--- src/rtl/mem_port_arbiter_pkg.sv ---
// Shared types and helpers for the data-memory port arbiter.
//   state_t   : arbiter FSM states
//   WORD_LSB  : lowest address bit that selects a word
//   same_word : true when two byte addresses hit the same memory word
package mem_arb_pkg;

    typedef enum logic {
        IDLE  = 1'b0,
        DEFER = 1'b1
    } state_t;

    localparam int unsigned WORD_LSB   = 2;
    localparam int unsigned MAX_ADDR_W = 64;

    // Callers zero-extend to MAX_ADDR_W; extension does not change equality.
    function automatic logic same_word(input logic [MAX_ADDR_W-1:0] a,
                                       input logic [MAX_ADDR_W-1:0] b);
        logic [MAX_ADDR_W-1:0] diff;
        diff = (a ^ b) >> WORD_LSB;
        return diff == '0;
    endfunction

endpackage

--- src/rtl/mem_port_arbiter_if.sv ---
// Lane request / memory port bundle between the execute lanes and the arbiter.
//   slave  : arbiter side (takes lane requests, drives memory ports and status)
//   master : environment side (drives lane requests, observes memory ports)
interface mem_port_arbiter_if #(
    parameter int unsigned DATA_WIDTH = 32,
    parameter int unsigned CNT_WIDTH  = 16
);
    logic                  flush;
    logic                  reqA_valid;
    logic                  reqA_write;
    logic [DATA_WIDTH-1:0] reqA_addr;
    logic [DATA_WIDTH-1:0] reqA_wdata;
    logic                  reqB_valid;
    logic                  reqB_write;
    logic [DATA_WIDTH-1:0] reqB_addr;
    logic [DATA_WIDTH-1:0] reqB_wdata;
    logic [DATA_WIDTH-1:0] rd_addrA;
    logic [DATA_WIDTH-1:0] rd_addrB;
    logic                  wr_en;
    logic [DATA_WIDTH-1:0] wr_addr;
    logic [DATA_WIDTH-1:0] wr_data;
    logic                  fwdB;
    logic                  stall;
    logic [CNT_WIDTH-1:0]  conflict_cnt;

    modport slave (
        input  flush, reqA_valid, reqA_write, reqA_addr, reqA_wdata,
               reqB_valid, reqB_write, reqB_addr, reqB_wdata,
        output rd_addrA, rd_addrB, wr_en, wr_addr, wr_data, fwdB, stall,
               conflict_cnt
    );

    modport master (
        output flush, reqA_valid, reqA_write, reqA_addr, reqA_wdata,
               reqB_valid, reqB_write, reqB_addr, reqB_wdata,
        input  rd_addrA, rd_addrB, wr_en, wr_addr, wr_data, fwdB, stall,
               conflict_cnt
    );
endinterface

--- src/rtl/mem_port_arbiter_sat_counter.sv ---
// Saturating up-counter: holds at all-ones instead of wrapping.
//   clk, rst_n : clock, async active-low reset (clears count)
//   inc        : add one this cycle unless already saturated
//   count      : current value
module sat_counter #(
    parameter int unsigned WIDTH = 16
) (
    input  logic             clk,
    input  logic             rst_n,
    input  logic             inc,
    output logic [WIDTH-1:0] count
);
    logic [WIDTH-1:0] count_q;
    logic [WIDTH-1:0] count_d;

    always_comb begin
        count_d = count_q;
        if (inc && (count_q != '1)) begin
            count_d = count_q + WIDTH'(1);
        end
    end

    always_ff @(posedge clk or negedge rst_n) begin
        if (!rst_n) begin
            count_q <= '0;
        end else begin
            count_q <= count_d;
        end
    end

    assign count = count_q;
endmodule

--- src/rtl/mem_port_arbiter.sv ---
// Schedules lane A (older) and lane B (younger) onto a data memory with two
// combinational read ports and one synchronous write port. Dual stores are
// split over two cycles with a one-cycle stall; store(A)->load(B) to the same
// word raises fwdB. All bus outputs are combinational from state and inputs.
//   clk, rst_n : clock, async active-low reset
//   bus        : lane requests, flush, memory ports, stall/fwdB, conflict_cnt
module mem_port_arbiter
    import mem_arb_pkg::*;
#(
    parameter int unsigned DATA_WIDTH = 32,
    parameter int unsigned CNT_WIDTH  = 16
) (
    input  logic               clk,
    input  logic               rst_n,
    mem_port_arbiter_if.slave  bus
);
    localparam int unsigned DW = DATA_WIDTH;

    state_t          state_q, state_d;
    logic [DW-1:0]   pend_addr_q, pend_addr_d;
    logic [DW-1:0]   pend_data_q, pend_data_d;

    logic            wr_en_c;
    logic [DW-1:0]   wr_addr_c;
    logic [DW-1:0]   wr_data_c;
    logic            stall_c;
    logic            fwd_b_c;
    logic            conflict_inc_c;
    logic            a_store_c;
    logic            b_store_c;
    logic            b_load_c;
    logic            ab_same_word_c;

    assign a_store_c      = bus.reqA_valid &&  bus.reqA_write;
    assign b_store_c      = bus.reqB_valid &&  bus.reqB_write;
    assign b_load_c       = bus.reqB_valid && !bus.reqB_write;
    assign ab_same_word_c = same_word(MAX_ADDR_W'(bus.reqA_addr),
                                      MAX_ADDR_W'(bus.reqB_addr));

    // Next-state, pending capture and port drive.
    always_comb begin
        state_d        = state_q;
        pend_addr_d    = pend_addr_q;
        pend_data_d    = pend_data_q;
        wr_en_c        = 1'b0;
        wr_addr_c      = '0;
        wr_data_c      = '0;
        stall_c        = 1'b0;
        fwd_b_c        = 1'b0;
        conflict_inc_c = 1'b0;

        unique case (state_q)
            IDLE: begin
                if (a_store_c && b_store_c) begin
                    wr_en_c        = 1'b1;
                    wr_addr_c      = bus.reqA_addr;
                    wr_data_c      = bus.reqA_wdata;
                    stall_c        = 1'b1;
                    pend_addr_d    = bus.reqB_addr;
                    pend_data_d    = bus.reqB_wdata;
                    conflict_inc_c = 1'b1;
                    state_d        = DEFER;
                end else if (a_store_c) begin
                    wr_en_c   = 1'b1;
                    wr_addr_c = bus.reqA_addr;
                    wr_data_c = bus.reqA_wdata;
                    fwd_b_c   = b_load_c && ab_same_word_c;
                end else if (b_store_c) begin
                    // Older lane-A load reads the pre-store value; nothing to do.
                    wr_en_c   = 1'b1;
                    wr_addr_c = bus.reqB_addr;
                    wr_data_c = bus.reqB_wdata;
                end
            end
            DEFER: begin
                // Lane inputs still hold the stalled bundle and are ignored.
                if (!bus.flush) begin
                    wr_en_c   = 1'b1;
                    wr_addr_c = pend_addr_q;
                    wr_data_c = pend_data_q;
                end
                state_d = IDLE;
            end
            default: state_d = IDLE;
        endcase

        // Reset is asynchronous, so the combinational outputs must drop with it.
        if (!rst_n) begin
            wr_en_c        = 1'b0;
            stall_c        = 1'b0;
            fwd_b_c        = 1'b0;
            conflict_inc_c = 1'b0;
        end
    end

    always_ff @(posedge clk or negedge rst_n) begin
        if (!rst_n) begin
            state_q     <= IDLE;
            pend_addr_q <= '0;
            pend_data_q <= '0;
        end else begin
            state_q     <= state_d;
            pend_addr_q <= pend_addr_d;
            pend_data_q <= pend_data_d;
        end
    end

    sat_counter #(
        .WIDTH (CNT_WIDTH)
    ) u_conflict_cnt (
        .clk   (clk),
        .rst_n (rst_n),
        .inc   (conflict_inc_c),
        .count (bus.conflict_cnt)
    );

    assign bus.rd_addrA = bus.reqA_addr;
    assign bus.rd_addrB = bus.reqB_addr;
    assign bus.wr_en    = wr_en_c;
    assign bus.wr_addr  = wr_addr_c;
    assign bus.wr_data  = wr_data_c;
    assign bus.stall    = stall_c;
    assign bus.fwdB     = fwd_b_c;
endmodule

--- src/flat_wrapper.sv ---
// flat-port wrapper written by rule: the top's interface ports become plain ports
module mem_port_arbiter_flat import mem_arb_pkg::*;
#(
    parameter int unsigned DATA_WIDTH = 32,
    parameter int unsigned CNT_WIDTH  = 16
)
  (clk, rst_n, bus_flush, bus_reqA_valid, bus_reqA_write, bus_reqA_addr, bus_reqA_wdata, bus_reqB_valid, bus_reqB_write, bus_reqB_addr, bus_reqB_wdata, bus_rd_addrA, bus_rd_addrB, bus_wr_en, bus_wr_addr, bus_wr_data, bus_fwdB, bus_stall, bus_conflict_cnt);
  mem_port_arbiter_if #(.DATA_WIDTH(DATA_WIDTH), .CNT_WIDTH(CNT_WIDTH)) bus_i ();
  input  logic clk;
  input  logic rst_n;
  input wire logic [$bits(bus_i.flush)-1:0] bus_flush;
  input wire logic [$bits(bus_i.reqA_valid)-1:0] bus_reqA_valid;
  input wire logic [$bits(bus_i.reqA_write)-1:0] bus_reqA_write;
  input wire logic [$bits(bus_i.reqA_addr)-1:0] bus_reqA_addr;
  input wire logic [$bits(bus_i.reqA_wdata)-1:0] bus_reqA_wdata;
  input wire logic [$bits(bus_i.reqB_valid)-1:0] bus_reqB_valid;
  input wire logic [$bits(bus_i.reqB_write)-1:0] bus_reqB_write;
  input wire logic [$bits(bus_i.reqB_addr)-1:0] bus_reqB_addr;
  input wire logic [$bits(bus_i.reqB_wdata)-1:0] bus_reqB_wdata;
  output wire logic [$bits(bus_i.rd_addrA)-1:0] bus_rd_addrA;
  output wire logic [$bits(bus_i.rd_addrB)-1:0] bus_rd_addrB;
  output wire logic [$bits(bus_i.wr_en)-1:0] bus_wr_en;
  output wire logic [$bits(bus_i.wr_addr)-1:0] bus_wr_addr;
  output wire logic [$bits(bus_i.wr_data)-1:0] bus_wr_data;
  output wire logic [$bits(bus_i.fwdB)-1:0] bus_fwdB;
  output wire logic [$bits(bus_i.stall)-1:0] bus_stall;
  output wire logic [$bits(bus_i.conflict_cnt)-1:0] bus_conflict_cnt;
  assign bus_i.flush = bus_flush;
  assign bus_i.reqA_valid = bus_reqA_valid;
  assign bus_i.reqA_write = bus_reqA_write;
  assign bus_i.reqA_addr = bus_reqA_addr;
  assign bus_i.reqA_wdata = bus_reqA_wdata;
  assign bus_i.reqB_valid = bus_reqB_valid;
  assign bus_i.reqB_write = bus_reqB_write;
  assign bus_i.reqB_addr = bus_reqB_addr;
  assign bus_i.reqB_wdata = bus_reqB_wdata;
  assign bus_rd_addrA = bus_i.rd_addrA;
  assign bus_rd_addrB = bus_i.rd_addrB;
  assign bus_wr_en = bus_i.wr_en;
  assign bus_wr_addr = bus_i.wr_addr;
  assign bus_wr_data = bus_i.wr_data;
  assign bus_fwdB = bus_i.fwdB;
  assign bus_stall = bus_i.stall;
  assign bus_conflict_cnt = bus_i.conflict_cnt;
  mem_port_arbiter #(.DATA_WIDTH(DATA_WIDTH), .CNT_WIDTH(CNT_WIDTH)) u_core (.clk(clk), .rst_n(rst_n), .bus(bus_i));
endmodule
--- config.mk ---
export PLATFORM = sky130hd
export DESIGN_NAME = mem_port_arbiter_flat
export DESIGN_NICKNAME = d
export VERILOG_FILES = /design/src/rtl/mem_port_arbiter_pkg.sv /design/src/rtl/mem_port_arbiter_if.sv /design/src/rtl/mem_port_arbiter_sat_counter.sv /design/src/rtl/mem_port_arbiter.sv /design/src/flat_wrapper.sv
export SDC_FILE = /design/constraint.sdc
export NUM_CORES = 1
export LEC_CHECK = 0
export ABC_AREA = 1
export CORE_ASPECT_RATIO = 1.25
export CORE_MARGIN = 10
export CORE_UTILIZATION = 45
export DETAILED_ROUTE_END_ITERATION = 12
export GPL_TIMING_DRIVEN = 1
export PLACE_DENSITY = 0.95
export SLEW_MARGIN = 10
export SYNTH_ARGS = -nofsm -noshare
export SYNTH_HDL_FRONTEND = slang
export SYNTH_HIERARCHICAL = 1
export SYNTH_SLANG_ARGS = --single-unit
--- constraint.sdc ---
create_clock -name clk -period 3.7 [get_ports clk]
set_input_delay 0.37 -clock clk [delete_from_list [all_inputs] [get_ports clk]]
set_output_delay 0.37 -clock clk [all_outputs]
set_load 0.1 [all_outputs]
Yosys cells after proc, flatten, opt, wreduce, memory -nomap -nowiden

Cells that the tools add are included.
W data, S select, Z words.

ROM bits: 0
Memory bits (writable): 0
Input bits: 135
Bits in latches: 0
Bits in registers: 81
Memories: 0

$mul: 0
Divide/modulo/power cells: 0
Shift-type cells: 0
Multiplexer cells: 24
Equal/unequal tests: 1
$lt $le $gt $ge: 0
Reduce and logical (&&, ||, !) cells: 9
Add/sub/neg operators: 1
Bitwise gates (word level): 2

Operators by type and width:

| operator                | number |
|---|---|
| $mux W32                | 8 |
| $pmux W32 S2            | 2 |
| $logic_not A64 Y1       | 1 |
| $xor A32 B32 Y32        | 1 |
| $add A16 B1 Y16 const B | 1 |
| $ne A16 B16 Y1 const B  | 1 |
| $mux W1                 | 12 |
| $logic_and A1 B1 Y1     | 6 |
| $pmux W1 S2             | 2 |
| $reduce_and A2 Y1       | 1 |
| $logic_not A1 Y1        | 1 |
| $not A1 Y1              | 1 |

Longest topological paths before layout

Gate-level depths: netlist of run 1.

Depth after elaboration: 7
Mapped depth: 9
Gate-level depth less buffers: 9

Cells and area by module

Netlist of run 1, hierarchy kept.

By module, submodules not included:

| module           | cells each | area an instance (um^2) | sequential area each (um^2) | instances |
|---|---|---|---|---|
| mem_port_arbiter | 718        | 4,803.4                 | 1,626.6                     | 1 |
| sat_counter      | 147        | 1,031.0                 | 400.4                       | 1 |

Worst setup path after synthesis of run 1

OpenSTA, ideal clock, no wires.

Kind: input to register
Start: in bus_reqA_valid
End: reg u_core.u_conflict_cnt.count_q[9], in the netlist u_core/u_conflict_cnt/count[9]
Slack: -0.368 ns
Arrival time: 3.942 ns
Required time: 3.574 ns
Library setup time: 0.126 ns
Stages: 9
Path through: nand2_1 -> inv_2 -> nand2_1 -> nor3_1 -> inv_2 -> nor3_4 -> nand2_1 -> o21ai_1 -> nand2_1

Word-level cells in the longest chain between the ends: 6

RTL lines:

| element                | RTL line                           | source |
|---|---|---|
| start: declaration     | flat_wrapper.sv:12                 | `input wire logic [$bits(bus_i.reqA_valid)-1:0] bus_reqA_valid;` |
| $logic_and A1 B1 Y1    | mem_port_arbiter.sv:34             | `assign a_store_c = bus.reqA_valid && bus.reqA_write;` |
| $logic_and A1 B1 Y1    | mem_port_arbiter.sv:54             | `if (a_store_c && b_store_c) begin` |
| $mux W1 (3 in series)  | -                                  |  |
| named net bus_stall    | flat_wrapper.sv:26                 | `output wire logic [$bits(bus_i.stall)-1:0] bus_stall;` |
| $logic_and A1 B1 Y1    | mem_port_arbiter_sat_counter.sv:18 | `if (inc && (count_q != '1)) begin` |
| end signal: assignment | mem_port_arbiter_sat_counter.sv:27 | `count_q <= count_d;` |
| end: declaration       | mem_port_arbiter_sat_counter.sv:13 | `logic [WIDTH-1:0] count_q;` |

The timed path passes the listed nets, and every way through them passes these cells.
A chain may end at the register's enable or synchronous reset.

Worst setup path in the final report of run 1

Start: in bus_reqA_valid
End: out bus_wr_addr[16]

Word-level cells in the longest chain between the ends: 4
Elaborated cells between the ends (all ways): 5
Those cells by class: 3 x mux; 2 x reduce/logical

RTL lines:

| element                                                | RTL line                                       | source |
|---|---|---|
| $logic_and A1 B1 Y1 (*)                                | mem_port_arbiter.sv:34                         |  |
| $mux W32 / $logic_and A1 B1 Y1 (equally long branches) | mem_port_arbiter.sv:63, mem_port_arbiter.sv:54 |  |
| $mux W32 (*)                                           | mem_port_arbiter.sv:54                         |  |
| $pmux W32 S2 (*)                                       | mem_port_arbiter.sv:52                         | `unique case (state_q)` |
| end: declaration                                       | flat_wrapper.sv:23                             | `output wire logic [$bits(bus_i.wr_addr)-1:0] bus_wr_addr;` |

Every way passes the cells marked *; elsewhere a longest branch is shown, timed or not.

==> results.md, run 1 <==
- Starting Density: 45.9%
- Largest net degree at the start of global routing: 66
- Vias per cell: 5.32
- Layout cell share with drive strength beyond 1: 16.5%
- Synth Net Count: 1001
- Clk_skew: 2.32 ps
- CP Class: input port to output pin
- Reg-to-reg slack, setup: 1770 ps
- Total wire length: 23.2 mm
- Area of the die: 17900 sq um
- Clock sinks: 81
- VDD IR max: 0.000340 V
- Final Util: 71.9%
- Placed instance area: 8820 sq um
- P_leak: 4.25 nW
- Total CTS buffers: 9
- Syn Area/Cell: 6.74 sq um
- Outcome: finished, final reports clean
- Count of final setup violators: 0
- I/O Pins: 282
- Die W: 122 microns
- WL per Instance: 18.8 microns
- Critical Path End Type: output pin
- Critical Path RT: 3330 ps
- DRC violations left: 0
- Tcrit/Tclk final: 78.7%
- Yosys warning count: 6
- Met3 Use GR: 7.71%
- Fin. max-slew vios: 0
- Clk buf depth: 2
- Seq/Total Area, Yosys: 34.7%
- Gr busiest metal: met2
- Library cells used by synthesis: 33
- Final setup margin: 788 ps
- Die H: 147 microns
- Number of DRC markers in iteration 0: 487
- Vias after detailed routing: 6596
- TritonRoute pass-1 iters: 5
- Critical path startpoint category: input port
- Total power: 3.93 mW
- RSZ-0062 raised after global routing: false
- Reg clk slew, reported paths: 60 ps
- Clock latency on the worst-skew pair: 330 ps
- DP Worst Slack: 826 ps
- Number of global-route vias before repair: 6731
- WHS: 170 ps
- Post-synthesis cell count: 865
- Post CTS Setup Buffer Count: 0
- CTS tree: done
- Post-route setup TNS: 0 ps
- Synth Cell Area: 5830 sq um
- Met2 Use GR: 43.6%
- Yosys reg bits: 81
- Hold WC Path Type: input port to asynchronous set/reset pin
- Nets@finish: 1202
- # hold bufs at CTS: 0
- Antenna violations before repair: 0
- Site row count: 46
- Endpoints failing hold: 0
- Layout Cells excl Fill: 1239
- GR Util met1: 27.1%
- ANT cells: 0
- Slew headroom: 30.8%
- I/O Buffers: 281
- Fmax: 343 MHz
- First-pass GRT wire length: 35.8 mm
- Placeable Area: 12700 sq um
- Dpl cells: 1223
- Detailed placer's ending HPWL: 18.1 mm
- Final GP Congestion: 0.951
- H-tree depth: 3
- GRT overflow: 0
- Post-route ant nets: 0
- Max-cap check violation count: 0
- CTS resizes: 0
- Clock Tree Root: clkbuf_16
- CP max FO: 29
- Critical path arrival: 2540 ps
- Fill count: 921
- Final min period: 2910 ps
- Worst-Margin Slew: 1040 ps
- GR Util All Layers: 25.1%
- Post-route cell area: 9140 sq um
- PD cells: 430 nW/um^2
- Layout area overhead: 56.7%
-- cell families after synthesis --
| group | synth area share (%) |
|---|---|
| DFF | 34.7 |
| xor gates and xnor gates | 0.601 |
| adders and majority gates | 0.214 |
| and+or+nand+nor | 23.7 |
| buffers and inverters | 21.1 |
| AOI/OAI and AO/OA | 19.6 |
-- final cells by class --
type	count	area, sq um	area share (%)
timing repair buffer	294	3470	38.0
tap	168	210	2.30
multi-input combinational	543	2590	28.4
inverter	137	515	5.64
clock buffer	9	225	2.46
sequential	81	2030	22.2
clock inverter	7	95.1	1.04
-- worst paths after layout --
check                                                    from                                    endpoint  cells after the start
setup / recovery                               bus_reqA_valid                             bus_wr_addr[16]                      9
max in group asynchronous                               rst_n          u_core/pend_addr_q[23]$_DFFE_PN0P_                      2
hold / removal                                          rst_n          u_core/pend_data_q[16]$_DFFE_PN0P_                      2
setup reg to reg                     u_core/state_q$_DFF_PN0_  u_core/u_conflict_cnt/count[8]$_DFFE_PN0P_                      8
hold reg to reg            u_core/pend_data_q[21]$_DFFE_PN0P_          u_core/pend_data_q[21]$_DFFE_PN0P_                      2
min in group clk           u_core/pend_data_q[21]$_DFFE_PN0P_          u_core/pend_data_q[21]$_DFFE_PN0P_                      2
-- layer usage --
metal / share of wire, % / routed length [microns] / up-vias
li1: - / - / 3107
met1: 35 / 8170 / 3059
met2: 51 / 11900 / 366
met3: 9.6 / 2240 / 64
met4: 4.0 / 922 / 0
met5: 0 / 0 / -
-- power by group --
part | internal (mW) | switching, mW
Sequential | 1.05 | 0.0603
Combinational | 0.584 | 1.28
Clock | 0.591 | 0.370
-- critical path, stage by stage --
cell	delay, ps
clkdlybuf4s50_1	480
nand2_2	100
inv_2	320
nand2_1	210
inv_1	100
buf_4	330
nor2_1	90
o22ai_1	280
buf_12	220
-- registers in the layout (all words and copies together) (netlist names) --
name,cells
u_core/pend_addr_q,32
u_core/pend_data_q,32
u_core/state_q,1
u_core/u_conflict_cnt/count,16
-- cell usage in the layout, fill, tap and decap left out, types with 4 or more instances in the layout --
cell type        count
nand3_1              9
inv_2                4
a22oi_1             16
inv_1              132
nand2_1            208
buf_4               64
clkbuf_16            9
buf_12              69
o21ai_1             68
o22ai_1             64
o21ai_0             47
nor2_2               7
nor2_1              87
or2_2                4
nand4_1              9
clkdlybuf4s50_1    161
dfrtp_1             81
-- synth_stat cells --
| cell | instances | area, sq um |
|---|---|---|
| a21oi_1 | 3 | 15.0 |
| nand2_8 | 1 | 20.0 |
| buf_2 | 16 | 80.1 |
| nor2_2 | 8 | 50.1 |
| nor3_1 | 3 | 15.0 |
| buf_4 | 78 | 586 |
| nand3_2 | 1 | 10.0 |
| dfrtp_1 | 81 | 2030 |
| nand2_4 | 1 | 11.3 |
| xor2_1 | 3 | 26.3 |
| nand3_1 | 9 | 45.0 |
| or2_1 | 1 | 6.26 |
| nor3_4 | 1 | 16.3 |
| or2_2 | 3 | 18.8 |
| buf_6 | 2 | 22.5 |
| xnor2_1 | 1 | 8.76 |
| inv_1 | 132 | 495 |
| o21ai_2 | 2 | 17.5 |
| clkbuf_1 | 8 | 30.0 |
| ha_1 | 1 | 12.5 |
| o22ai_1 | 64 | 400 |
| nor2_1 | 87 | 327 |
| o21ai_1 | 68 | 340 |
| nand3b_1 | 1 | 7.51 |
| a22oi_1 | 16 | 120 |
| a21oi_2 | 1 | 8.76 |
| nand2_1 | 209 | 785 |
| nand4_1 | 9 | 56.3 |
| o2bb2ai_1 | 1 | 8.76 |
| inv_2 | 4 | 15.0 |
| nand2_2 | 2 | 12.5 |
| clkinv_2 | 1 | 5.00 |
| o21ai_0 | 47 | 235 |
Note: power is estimated with default switching activity, not from simulation.
==> inputs of run 2 (changes only) <==
--- a/config.mk
+++ b/config.mk
@@ -8,10 +8,10 @@
 export ABC_AREA = 1
 export CORE_ASPECT_RATIO = 1.25
 export CORE_MARGIN = 10
-export CORE_UTILIZATION = 45
+export CORE_UTILIZATION = 38
 export DETAILED_ROUTE_END_ITERATION = 12
 export GPL_TIMING_DRIVEN = 1
-export PLACE_DENSITY = 0.95
+export PLACE_DENSITY = 0.86
 export SLEW_MARGIN = 10
 export SYNTH_ARGS = -nofsm -noshare
 export SYNTH_HDL_FRONTEND = slang
==> constraint.sdc (replaced) <==
create_clock -name clk -period 2.6 [get_ports clk]
set_input_delay 0.26 -clock clk [delete_from_list [all_inputs] [get_ports clk]]
set_output_delay 0.26 -clock clk [all_outputs]
set_load 0.1 [all_outputs]
==> results.md, run 2 (same netlist as run 1, synthesis figures left out) <==
- Net Switching: 2.49 mW
- RSZ-0062 raised after global routing: false
- Sequential share of power: 27.5%
- DRC violations left: 0
- Clock network power share: 25.1%
- Reg clk slew, reported paths: 70 ps
- CP max FO: 19
- Die W: 131 microns
- Clock latency on the worst-skew pair: 330 ps
- Critical path arrival: 2160 ps
- Hold WC Path Type: input port to asynchronous set/reset pin
- Critical path buffer and inverter count: 6
- GR Util met1: 23.4%
- Critical Path End Type: output pin
- TritonRoute pass-1 iters: 5
- Number of DRC markers in iteration 0: 468
- Placed instance area: 9160 sq um
- Vias per cell: 5.19
- Antenna violations before repair: 0
- WHS: 278 ps
- Endpoints failing hold: 0
- Sw frac: 43.4%
- H-tree depth: 3
- Fmax: 413 MHz
- Post-route cell area: 9510 sq um
- Slew headroom: 46.7%
- Die H: 159 microns
- Max-cap check violation count: 0
- ANT cells: 0
- Total wire length: 23.6 mm
- Gate power share: 47.4%
- Met2 Use GR: 38.6%
- I/O Buffers: 281
- Number of global-route vias before repair: 6711
- PD cells: 604 nW/um^2
- Total CTS buffers: 9
- Area of the die: 20700 sq um
- Site row count: 50
- Clock sinks: 81
- CP delay by family, top: buffers and inverters
- CTS resizes: 0
- GRT overflow: 0
- P_leak: 4.47 nW
- Critical path startpoint category: input port
- Fin. max-slew vios: 0
- VDD IR max: 0.000311 V
- First-pass GRT wire length: 35.4 mm
- Vias after detailed routing: 6558
- Starting Density: 38.9%
- Clk_skew: 6.75 ps
- Critical Path RT: 2340 ps
- Worst path cell trace: clkdlybuf4s50_1 -> nand2_2 -> inv_2 -> nand2_1 -> inv_1 -> buf_4 -> o22ai_1 -> o22ai_1 -> buf_4 -> buf_12
- Post-route setup TNS: 0 ps
- Gr busiest metal: met2
- Layout cell share with drive strength beyond 1: 24.6%
- CP Class: input port to output pin
- Layout area overhead: 62.9%
- Crit-path max cell delay: 480 ps
- Detailed placer's ending HPWL: 18.4 mm
- Final min period: 2420 ps
- Post-route ant nets: 0
- Final GP Congestion: 0.903
- Met3 Use GR: 7.49%
- GR Util All Layers: 21.9%
- Nets@finish: 1213
- Placeable Area: 15000 sq um
- Outcome: finished, final reports clean
- Clk buf depth: 2
- Tcrit/Tclk final: 93.1%
- I/O Pins: 282
- Critical Path Slowest Stage Cell: clkdlybuf4s50_1
- Commonest cells after routing, fill and taps aside: 208 x nand2_1, 133 x clkdlybuf4s50_1, 132 x inv_1
- Commonest non-fill, non-tap cell in the layout: nand2_1
- Count of final setup violators: 0
- Clock Tree Root: clkbuf_16
- Cell Int Power: 3.25 mW
- Largest net degree at the start of global routing: 74
- Worst-Margin Slew: 799 ps
- WL per Instance: 18.6 microns
- CTS tree: done
[run 2: layer usage]
| metal | vias up | routed length, microns |
|---|---|---|
| met5 | - | 0 |
| met4 | 0 | 753 |
| met3 | 44 | 2230 |
| met2 | 320 | 11900 |
| met1 | 3059 | 8720 |
| li1 | 3135 | - |
[run 2: power groups by stage]
stage               clock [mW]  sequential (mW)  combinational [mW]
CTS                       1.47             1.58                2.74
floorplan                    0             1.70                1.70
detailed placement           0             1.60                2.73
global placement             0             1.59                2.69
finish                    1.44             1.58                2.73
global route              1.51             1.60                2.86
[run 2: layout make-up]
class                   instances  area (sq um)
clock inverters                 5          86.3
clock buffers                  11           253
fillers                      1209          5510
flip-flops and latches         81          2030
multi-input cells             543          2920
well taps                     182           228
inverters                     137           515
repair buffers                305          3480
[run 2: worst paths after layout]
path | from | end | slack [ps] | cells after the start
worst min register to register | u_core/pend_addr_q[29]$_DFFE_PN0P_ | u_core/pend_addr_q[29]$_DFFE_PN0P_ | 520 | 2
worst max register to register | u_core/u_conflict_cnt/count[0]$_DFFE_PN0P_ | u_core/u_conflict_cnt/count[3]$_DFFE_PN0P_ | 960 | 8
worst max-delay path | bus_reqA_write | bus_wr_addr[28] | 180 | 10
min in group clk | bus_reqB_wdata[22] | u_core/pend_data_q[22]$_DFFE_PN0P_ | 510 | 3
max in group asynchronous | rst_n | u_core/pend_addr_q[22]$_DFFE_PN0P_ | 1600 | 3
worst min-delay path | rst_n | u_core/pend_data_q[21]$_DFFE_PN0P_ | 280 | 2
[run 2: per-stage QoR]
step	std cells	util [%]	worst slack [ps]	total power, mW
floorplan	865	-	-57.3	3.40
global placement	1247	61.0	212	4.28
detailed placement	1247	61.0	195	4.33
CTS	1264	63.3	190	5.78
global route	1264	63.3	86.8	5.97
finish	1264	63.3	180	5.74
[run 2: repair_timing]
action                    4_1_cts  5_1_grt
hold buffers                    1        0
buffers inserted                0        0
hold endpoints to repair        2        0
